### config.mk
export PLATFORM = sky130hd
export DESIGN_NAME = uart_tx_arbiter_flat
export DESIGN_NICKNAME = d
export VERILOG_FILES = /design/src/rtl/uart_tx_arbiter_if.sv /design/src/rtl/uart_tx_arbiter.sv /design/src/flat_wrapper.sv
export SDC_FILE = /design/constraint.sdc
export NUM_CORES = 1
export LEC_CHECK = 0
export ABC_AREA = 1
export ABC_CLOCK_PERIOD_IN_PS = 1600
export CAP_MARGIN = 30
export CORE_ASPECT_RATIO = 1.2
export CORE_MARGIN = 1
export CORE_UTILIZATION = 49
export DETAILED_ROUTE_END_ITERATION = 8
export PLACE_DENSITY = 0.8
export SKIP_CTS_REPAIR_TIMING = 1
export SLEW_MARGIN = 25
export SYNTH_ARGS = -nofsm -noshare
export SYNTH_HDL_FRONTEND = slang
export SYNTH_SLANG_ARGS = --single-unit
### constraint.sdc
create_clock -name clk -period 1.6 [get_ports clk]
set_clock_uncertainty 0.05 [all_clocks]
set_input_delay 0.32 -clock clk [delete_from_list [all_inputs] [get_ports clk]]
set_output_delay 0.32 -clock clk [all_outputs]
set_load 0.02 [all_outputs]
### src/rtl/uart_tx_arbiter_if.sv
// Requester / transmitter bundle for uart_tx_arbiter.
// slave: arbiter side; master: requesters + transmitter side.
interface uart_tx_arbiter_if #(
  parameter int NUM_REQ   = 4,
  parameter int DATA_BITS = 8
);
  logic [NUM_REQ-1:0]           req_valid;
  logic [NUM_REQ*DATA_BITS-1:0] req_data;
  logic [NUM_REQ-1:0]           req_last;
  logic [NUM_REQ-1:0]           req_ready;
  logic [NUM_REQ-1:0]           grant;
  logic                         tx_start;
  logic [DATA_BITS-1:0]         tx_din;
  logic                         tx_done_tick;
  logic                         busy;
  logic                         timeout_err;

  modport slave (
    input  req_valid, req_data, req_last,
    input  tx_done_tick,
    output req_ready, grant,
    output tx_start, tx_din,
    output busy, timeout_err
  );

  modport master (
    output req_valid, req_data, req_last,
    output tx_done_tick,
    input  req_ready, grant,
    input  tx_start, tx_din,
    input  busy, timeout_err
  );
endinterface

### src/rtl/uart_tx_arbiter.sv
// Round-robin burst arbiter sharing one UART transmitter.
// Ports: clk, reset_n (async low), bus (uart_tx_arbiter_if.slave).
module uart_tx_arbiter #(
  parameter int NUM_REQ    = 4,
  parameter int DATA_BITS  = 8,
  parameter int MAX_BURST  = 4,
  parameter int GAP_CYCLES = 2,
  parameter int TIMEOUT    = 4096
) (
  input  logic clk,
  input  logic reset_n,
  uart_tx_arbiter_if.slave bus
);
  localparam int IW = $clog2(NUM_REQ);
  localparam int GN = (GAP_CYCLES < 1) ? 1 : GAP_CYCLES;
  localparam int GW = $clog2(GN + 1);
  localparam int TW = $clog2(TIMEOUT + 1);

  typedef enum logic [1:0] {
    S_IDLE, S_SEND, S_WAIT, S_GAP
  } state_t;

  state_t               r_state, w_next;
  logic [IW-1:0]        r_owner, r_last_grant, w_pick;
  logic [NUM_REQ-1:0]   r_grant, w_pick_oh;
  logic [7:0]           r_beat;
  logic                 r_last_flag;
  logic                 r_timeout_err;
  logic [TW-1:0]        r_wd;
  logic [GW-1:0]        r_gap;
  logic [DATA_BITS-1:0] w_words [NUM_REQ];
  logic w_any, w_own_valid, w_send;
  logic w_wd_exp, w_burst_end, w_to_gap;

  for (genvar g = 0; g < NUM_REQ; g++) begin : g_words
    assign w_words[g] =
      bus.req_data[g*DATA_BITS +: DATA_BITS];
  end

  // Scan downward so the last hit is the
  // first set bit after last_grant.
  always_comb begin
    w_pick = r_last_grant;
    for (int i = NUM_REQ; i >= 1; i--) begin
      if (bus.req_valid[
            IW'((int'(r_last_grant) + i) % NUM_REQ)])
        w_pick =
          IW'((int'(r_last_grant) + i) % NUM_REQ);
    end
    w_pick_oh = '0;
    w_pick_oh[w_pick] = 1'b1;
  end

  assign w_any       = |bus.req_valid;
  assign w_own_valid = bus.req_valid[r_owner];
  assign w_send      = (r_state == S_SEND) && w_own_valid;
  assign w_wd_exp    = (r_wd == TW'(TIMEOUT - 1));
  assign w_burst_end = r_last_flag ||
                       (r_beat == 8'(MAX_BURST));

  always_comb begin
    w_next = r_state;
    unique case (r_state)
      S_IDLE: if (w_any) w_next = S_SEND;
      S_SEND: w_next = w_own_valid ? S_WAIT : S_GAP;
      S_WAIT: begin
        // A completion tick beats a watchdog expiry.
        if (bus.tx_done_tick)
          w_next = w_burst_end ? S_GAP : S_SEND;
        else if (w_wd_exp)
          w_next = S_GAP;
      end
      S_GAP:
        if (r_gap == GW'(GN - 1)) w_next = S_IDLE;
      default: w_next = S_IDLE;
    endcase
  end

  assign w_to_gap = (w_next == S_GAP) &&
                    (r_state != S_GAP);

  always_ff @(posedge clk or negedge reset_n) begin
    if (!reset_n) begin
      r_state       <= S_IDLE;
      r_owner       <= '0;
      r_last_grant  <= IW'(NUM_REQ - 1);
      r_grant       <= '0;
      r_beat        <= '0;
      r_last_flag   <= 1'b0;
      r_timeout_err <= 1'b0;
      r_wd          <= '0;
      r_gap         <= '0;
    end else begin
      r_state       <= w_next;
      r_timeout_err <= (r_state == S_WAIT) &&
                       !bus.tx_done_tick && w_wd_exp;
      if (r_state == S_IDLE && w_any) begin
        r_owner <= w_pick;
        r_grant <= w_pick_oh;
        r_beat  <= '0;
      end
      if (w_send) begin
        r_last_flag <= bus.req_last[r_owner];
        r_beat      <= r_beat + 8'd1;
      end
      // Watchdog runs only in WAIT, saturating.
      if (r_state == S_WAIT) begin
        if (!w_wd_exp) r_wd <= r_wd + TW'(1);
      end else begin
        r_wd <= '0;
      end
      if (w_to_gap) begin
        r_last_grant <= r_owner;
        r_gap        <= '0;
      end else if (r_state == S_GAP) begin
        r_gap <= r_gap + GW'(1);
      end
      if (r_state == S_GAP && w_next == S_IDLE)
        r_grant <= '0;
    end
  end

  assign bus.tx_start    = w_send;
  assign bus.tx_din      = w_send ? w_words[r_owner] : '0;
  assign bus.req_ready   = w_send ? r_grant : '0;
  assign bus.grant       = r_grant;
  assign bus.busy        = (r_state != S_IDLE);
  assign bus.timeout_err = r_timeout_err;
endmodule

### src/flat_wrapper.sv
// flat-port wrapper written by rule: the top's interface ports become plain ports
module uart_tx_arbiter_flat 
#(
  parameter int NUM_REQ    = 4,
  parameter int DATA_BITS  = 8,
  parameter int MAX_BURST  = 4,
  parameter int GAP_CYCLES = 2,
  parameter int TIMEOUT    = 4096
)
  (clk, reset_n, bus_req_valid, bus_req_data, bus_req_last, bus_tx_done_tick, bus_req_ready, bus_grant, bus_tx_start, bus_tx_din, bus_busy, bus_timeout_err);
  uart_tx_arbiter_if #(.NUM_REQ(NUM_REQ), .DATA_BITS(DATA_BITS)) bus_i ();
  input  logic clk;
  input  logic reset_n;
  input wire logic [$bits(bus_i.req_valid)-1:0] bus_req_valid;
  input wire logic [$bits(bus_i.req_data)-1:0] bus_req_data;
  input wire logic [$bits(bus_i.req_last)-1:0] bus_req_last;
  input wire logic [$bits(bus_i.tx_done_tick)-1:0] bus_tx_done_tick;
  output wire logic [$bits(bus_i.req_ready)-1:0] bus_req_ready;
  output wire logic [$bits(bus_i.grant)-1:0] bus_grant;
  output wire logic [$bits(bus_i.tx_start)-1:0] bus_tx_start;
  output wire logic [$bits(bus_i.tx_din)-1:0] bus_tx_din;
  output wire logic [$bits(bus_i.busy)-1:0] bus_busy;
  output wire logic [$bits(bus_i.timeout_err)-1:0] bus_timeout_err;
  assign bus_i.req_valid = bus_req_valid;
  assign bus_i.req_data = bus_req_data;
  assign bus_i.req_last = bus_req_last;
  assign bus_i.tx_done_tick = bus_tx_done_tick;
  assign bus_req_ready = bus_i.req_ready;
  assign bus_grant = bus_i.grant;
  assign bus_tx_start = bus_i.tx_start;
  assign bus_tx_din = bus_i.tx_din;
  assign bus_busy = bus_i.busy;
  assign bus_timeout_err = bus_i.timeout_err;
  uart_tx_arbiter #(.NUM_REQ(NUM_REQ), .DATA_BITS(DATA_BITS), .MAX_BURST(MAX_BURST), .GAP_CYCLES(GAP_CYCLES), .TIMEOUT(TIMEOUT)) u_core (.clk(clk), .reset_n(reset_n), .bus(bus_i));
endmodule
==> Yosys cells after proc, flatten, opt, wreduce, memory -nomap -nowiden <==
Index checks and enable logic that the tools add are counted.
{ "classes": {"n_addsub": 7, "multipliers": 0, "n_div": 0, "order_cmp": 8, "n_eq_ne": 9, "shift": 0, "mux": 42, "bitwise_logic": 1, "n_reduce_logical": 16} }
{ "ops": {"columns": ["operator", "n"], "rows": [
  ["2-to-1 mux 8 bit", 5],
  ["2-to-1 mux 13 bit", 2],
  ["2-to-1 mux 2 bit", 11],
  ["binary-select mux 8 bit (select 2 bit)", 1],
  ["less-than comparator 2 x 4 -> 1 bit (second input constant)", 4],
  ["adder 13 x 1 -> 13 bit (second input constant)", 1],
  ["equality test 13 x 12 -> 1 bit (second input constant)", 1],
  ["binary-select mux 1 bit (select 2 bit)", 6],
  ["2-to-1 mux 1 bit", 12],
  ["2-to-1 mux 4 bit", 3],
  ["adder 8 x 1 -> 8 bit (second input constant)", 1],
  ["equality test 8 x 3 -> 1 bit (second input constant)", 1],
  ["one-hot mux 2 bit (4 select lines)", 1],
  ["nonzero test 2 bit", 4],
  ["logical AND 1 bit", 7],
  ["adder 2 x 1 -> 2 bit (second input constant)", 3],
  ["equality test 2 bit (second input constant)", 3],
  ["less-than comparator 2 x 3 -> 1 bit (second input constant)", 2],
  ["adder 2 bit (second input constant)", 2],
  ["equality test 2 x 1 -> 1 bit (second input constant)", 2],
  ["logical NOT 2 bit", 2],
  ["inequality test 2 bit (second input constant)", 2],
  ["OR reduction 4 bit", 1],
  [">= comparator 3 bit (second input constant)", 1],
  ["5 further kinds", 5]
]} }
{ "totals": {"ff_bits": 35, "latch_bits": 0, "ramBits": 0, "mem_bits_ro": 0, "in_bits": 43, "out_inout_bits": 19, "elab_cells": 92, "mem_count": 0} }

==> Longest topological paths before layout <==
{ "depth": {"ltp_word": 14, "mapped_depth": 12, "depth_no_buf": 11} }

==> Worst setup path before layout <==
OpenSTA, ideal clock, no wires.
{ "synth_path": {"kind": "register to output", "start": "reg u_core.r_owner[0]", "end": "out bus_tx_din[1]", "arrival_ns": 1.340, "required_ns": 1.230, "slack_ns": -0.110, "stages_incl_launch_ff": 8, "path_buffers": 2, "cell_sequence": "dfrtp_1 inv_2 buf_6 nand2_1 nand3_2 nand3_4 buf_2 a21oi_1"} }
{ "synth_between": {"elab_chain_cells": 5, "elab_cells_between_ends": 8, "cone_classes": "mux (6); bitwise (1); reduce/logical (1)"} }
{ "synth_lines": {"columns": ["item", "line", "text"], "rows": [
  ["start, declared", "uart_tx_arbiter.sv:24", "logic [IW-1:0] r_owner, r_last_grant, w_pick;"],
  ["start signal, assigned", "uart_tx_arbiter.sv:98", "r_owner <= w_pick;"],
  ["inverter 2 -> 3 bit (implied by the code)", "uart_tx_arbiter.sv:124", "assign bus.tx_din = w_send ? w_words[r_owner] : '0;"],
  ["binary-select mux 8 bit (select 2 bit)", "uart_tx_arbiter.sv:124", null],
  ["2-to-1 mux 8 bit (implied by the code) (2 in series)", "uart_tx_arbiter.sv:124", null],
  ["2-to-1 mux 8 bit (*)", "uart_tx_arbiter.sv:124", null],
  ["end, declared", "flat_wrapper.sv:21", "output wire logic [$bits(bus_i.tx_din)-1:0] bus_tx_din;"]
]} }
Mark *: on every way between the ends. The rest lies on a longest branch, timed or not. The select of a mux whose other input is x is not followed.

==> Worst setup path in the final report <==
{ "layout_path": {"start": "reg u_core.r_state[0]", "end": "out bus_tx_din[4]"} }
{ "layout_between": {"elab_chain_cells": 3} }
{ "layout_lines": {"columns": ["item", "line", "text"], "rows": [
  ["start, declared", "uart_tx_arbiter.sv:23", "state_t r_state, w_next;"],
  ["start signal, assigned", "uart_tx_arbiter.sv:94", "r_state <= w_next;"],
  ["equality test 2 x 1 -> 1 bit", "uart_tx_arbiter.sv:56", "assign w_send = (r_state == S_SEND) && w_own_valid;"],
  ["logical AND 1 bit", "uart_tx_arbiter.sv:56", null],
  ["2-to-1 mux 8 bit", "uart_tx_arbiter.sv:124", null]
]} }
Every way passes these cells.

==> run summary <==
fin worst setup slack - -0.292 ns
drt wl/cell - 14.7 um
number of H-tree levels - 2
Worst Tran Pin Value - 0.361 ns
worst-skew pair later-pin latency - 0.29 ns
Setup Crit Path Kind - reg -> out
GPL Wtd Cong - 0.804
Final Cycle Share - 118%
drt via density - 5.39
register area share after synthesis - 37.3%
Pre-antenna DRT Iters - 4
Seq cells post-synth - 35
RR Startpoint - u_core.r_last_grant[0]
leak pwr - 1.88 nW
Worst Path Required - 1.23 ns
Rows - 27
CTS Sinks - 35
Clock power frac - 11.8%
dominant cell by count in the synthesized netlist - nand2_1
initial antenna violation count - 0
DRT iter0 DRCs - 303
Post-synth top cells - nand2_1 (78), nor2_1 (56), dfrtp_1 (33)
Pins Over Slew Limit - 0
fin crit period - 1.89 ns
Post-Route WL - 7400 um
internal cell power - 3.20 mW
Max Cap Viol - 0
Synth top area share - 35.0%
Worst setup SP type - flip-flop
sequential power share - 21.9%
Fill cells - 300
Worst-path clk slew - 0.07 ns
unrepaired setup endpoints after global routing - yes
via count - 2713
Worst Hold Class - in -> async
largest net degree at the start of global routing - 23
nets - 491
multi-input combinational cell area - 1550 um2
final hold vios - 0
I/O Pins - 62
ys flop type - dfrtp_1
number of global-route vias before repair - 2490
Comb power frac - 66.2%
Buffers on Ports - 61
failing checks - setup timing
clk root buf - clkbuf_8
clock buffer count from CTS - 5
Post-Syn Area - 2360 um2
Synth area leader - dfrtp_1
Die X - 65.3 um
DPL Wire Length - 4600 um
crit end category - primary output
synthesized area per cell - 6.95 um2
CP arrival - 1.52 ns
Overall Global Routing Usage - 25.6%
placed cell area - 3230 um2
Slew HR - 75.9%
Setup crit start - u_core.r_state[0]
final setup fails - 22
remaining antenna violation count - 0
Switch Pwr - 2.86 mW
first-pass GRT wire length - 10200 um
starting density of the core - 51.3%
largest fanout on the critical path - 7
worst vdd ir - 0.992 mV
GRT overflow - 0
share of post-route cells with drive strength above 1 - 34.4%
Sw Ratio - 47.2%
Core ar. - 4590 um2
Syn-to-layout area delta - 57.5%
die area - 5090 um2
Async SR Flop Fraction - 100%
DRC - 0
Layout Utilization - 80.8%
Diodes inserted - 0
post-synthesis cell count - 339
syn_nets - 386
synth warn - 0
Clock Path Buffers - 2
synth unique cells - 33
final instance area - 3710 um2
CTS tree - yes
Post-synth EDFFs - 0
power per standard cell area - 1630 nW/um2
Area contributors post-synth - dfrtp_1 (35%), nand2_1 (12%), nor2_1 (8.9%), o21ai_0 (6.4%), inv_1 (5.1%)
Seq. cell area - 880 um2
Die Y - 78.0 um
outcome - finished with violations
fmax - 528 MHz
==> power by group through the flow <==
stage / combinational, mW / clock [mW] / sequential (mW)
2_1_floorplan: 1.84 / 0 / 1.29
3_3_place_gp: 2.89 / 0 / 1.30
3_5_place_dp: 2.95 / 0 / 1.31
4_1_cts: 2.97 / 0.714 / 1.30
5_1_grt: 4.30 / 0.744 / 1.35
6_report: 4.01 / 0.716 / 1.33
==> per-layer routing <==
| layer | GRT usage, % | part of all wire (%) | vias to the layer above |
|---|---|---|---|
| li1 | - | - | 1308 |
| met5 | 0 | 0 | - |
| met1 | 29.4 | 39 | 1256 |
| met3 | 5.74 | 5.6 | 22 |
| met2 | 44.9 | 52 | 127 |
| met4 | 10.0 | 2.7 | 0 |
==> cells by family (layout without fill, tap and decap cells) <==
logic type                 count (synthesis)  in the layout  share of synthesized area [%]
and+or+nand+nor                          189            190                           36.9
AOI/OAI and AO/OA                         61             61                           14.3
DFF                                       35             35                           37.3
xor gates and xnor gates                   2              2                          0.743
adders and majority gates                  4              4                           2.12
buffers and inverters                     48            153                           8.65
==> final timing paths <==
| path | to | slack (ns) | cells after the start |
|---|---|---|---|
| max | bus_tx_din[4] | -0.29 | 5 |
| min | u_core.r_state[1] | 0.31 | 2 |
| max reg2reg | u_core.bus.grant[1] | -0.05 | 11 |
| min reg2reg | u_core.r_beat[7] | 0.44 | 1 |
| max in group asynchronous | u_core.r_gap[0] | 0.92 | 2 |
| min in group clk | u_core.r_beat[7] | 0.44 | 1 |
==> layout by cell type, fill, tap and decap left out, types with 10 or more instances in the layout <==
cell type,Yosys,routed
nand2_1,78,56
nor2_1,56,53
buf_4,0,51
clkdlybuf4s50_1,0,41
dfrtp_1,33,32
inv_1,32,27
o21ai_0,30,22
nand2_2,7,21
o21ai_1,6,13
nand3_1,21,13
inv_2,6,10
==> registers in the layout, summed over array words and instances, names as in the netlist <==
signal / cells
u_core.r_beat: 8
u_core.r_last_flag: 1
u_core.r_wd: 13
u_core.r_last_grant: 2
u_core.r_state: 2
u_core.bus.grant: 4
u_core.r_gap: 2
u_core.r_owner: 2
u_core.bus.timeout_err: 1
==> through the flow <==
stage	power (mW)	setup TNS (ns)	cells	worst slack, ns	hold WS, ns
detailed placement	4.26	-14.16	480	-0.790	0.412
CTS	4.98	-11.42	488	-0.826	0.313
global placement	4.20	-12.69	480	-0.723	0.407
floorplan	3.13	-1.00	339	-0.110	-0.0256
global route	6.39	-5.51	503	-0.370	0.318
finish	6.05	-3.64	503	-0.292	0.312
==> critical path: stages (launching register included) <==
cell and delay (ns):
dfrtp_1 0.36, inv_1 0.07, nor2_2 0.29, nand3_4 0.19, a21oi_1 0.16, buf_4 0.16
==> layout make-up <==
| type | instances | area share [%] |
|---|---|---|
| Multi-Input combinational cell | 257 | 41.6 |
| Clock buffer | 8 | 2.70 |
| Inverter | 39 | 4.08 |
| Sequential cell | 35 | 23.7 |
| Tap cell | 58 | 1.95 |
| Timing Repair Buffer | 106 | 26.0 |
(Power assumes the default switching activity.)
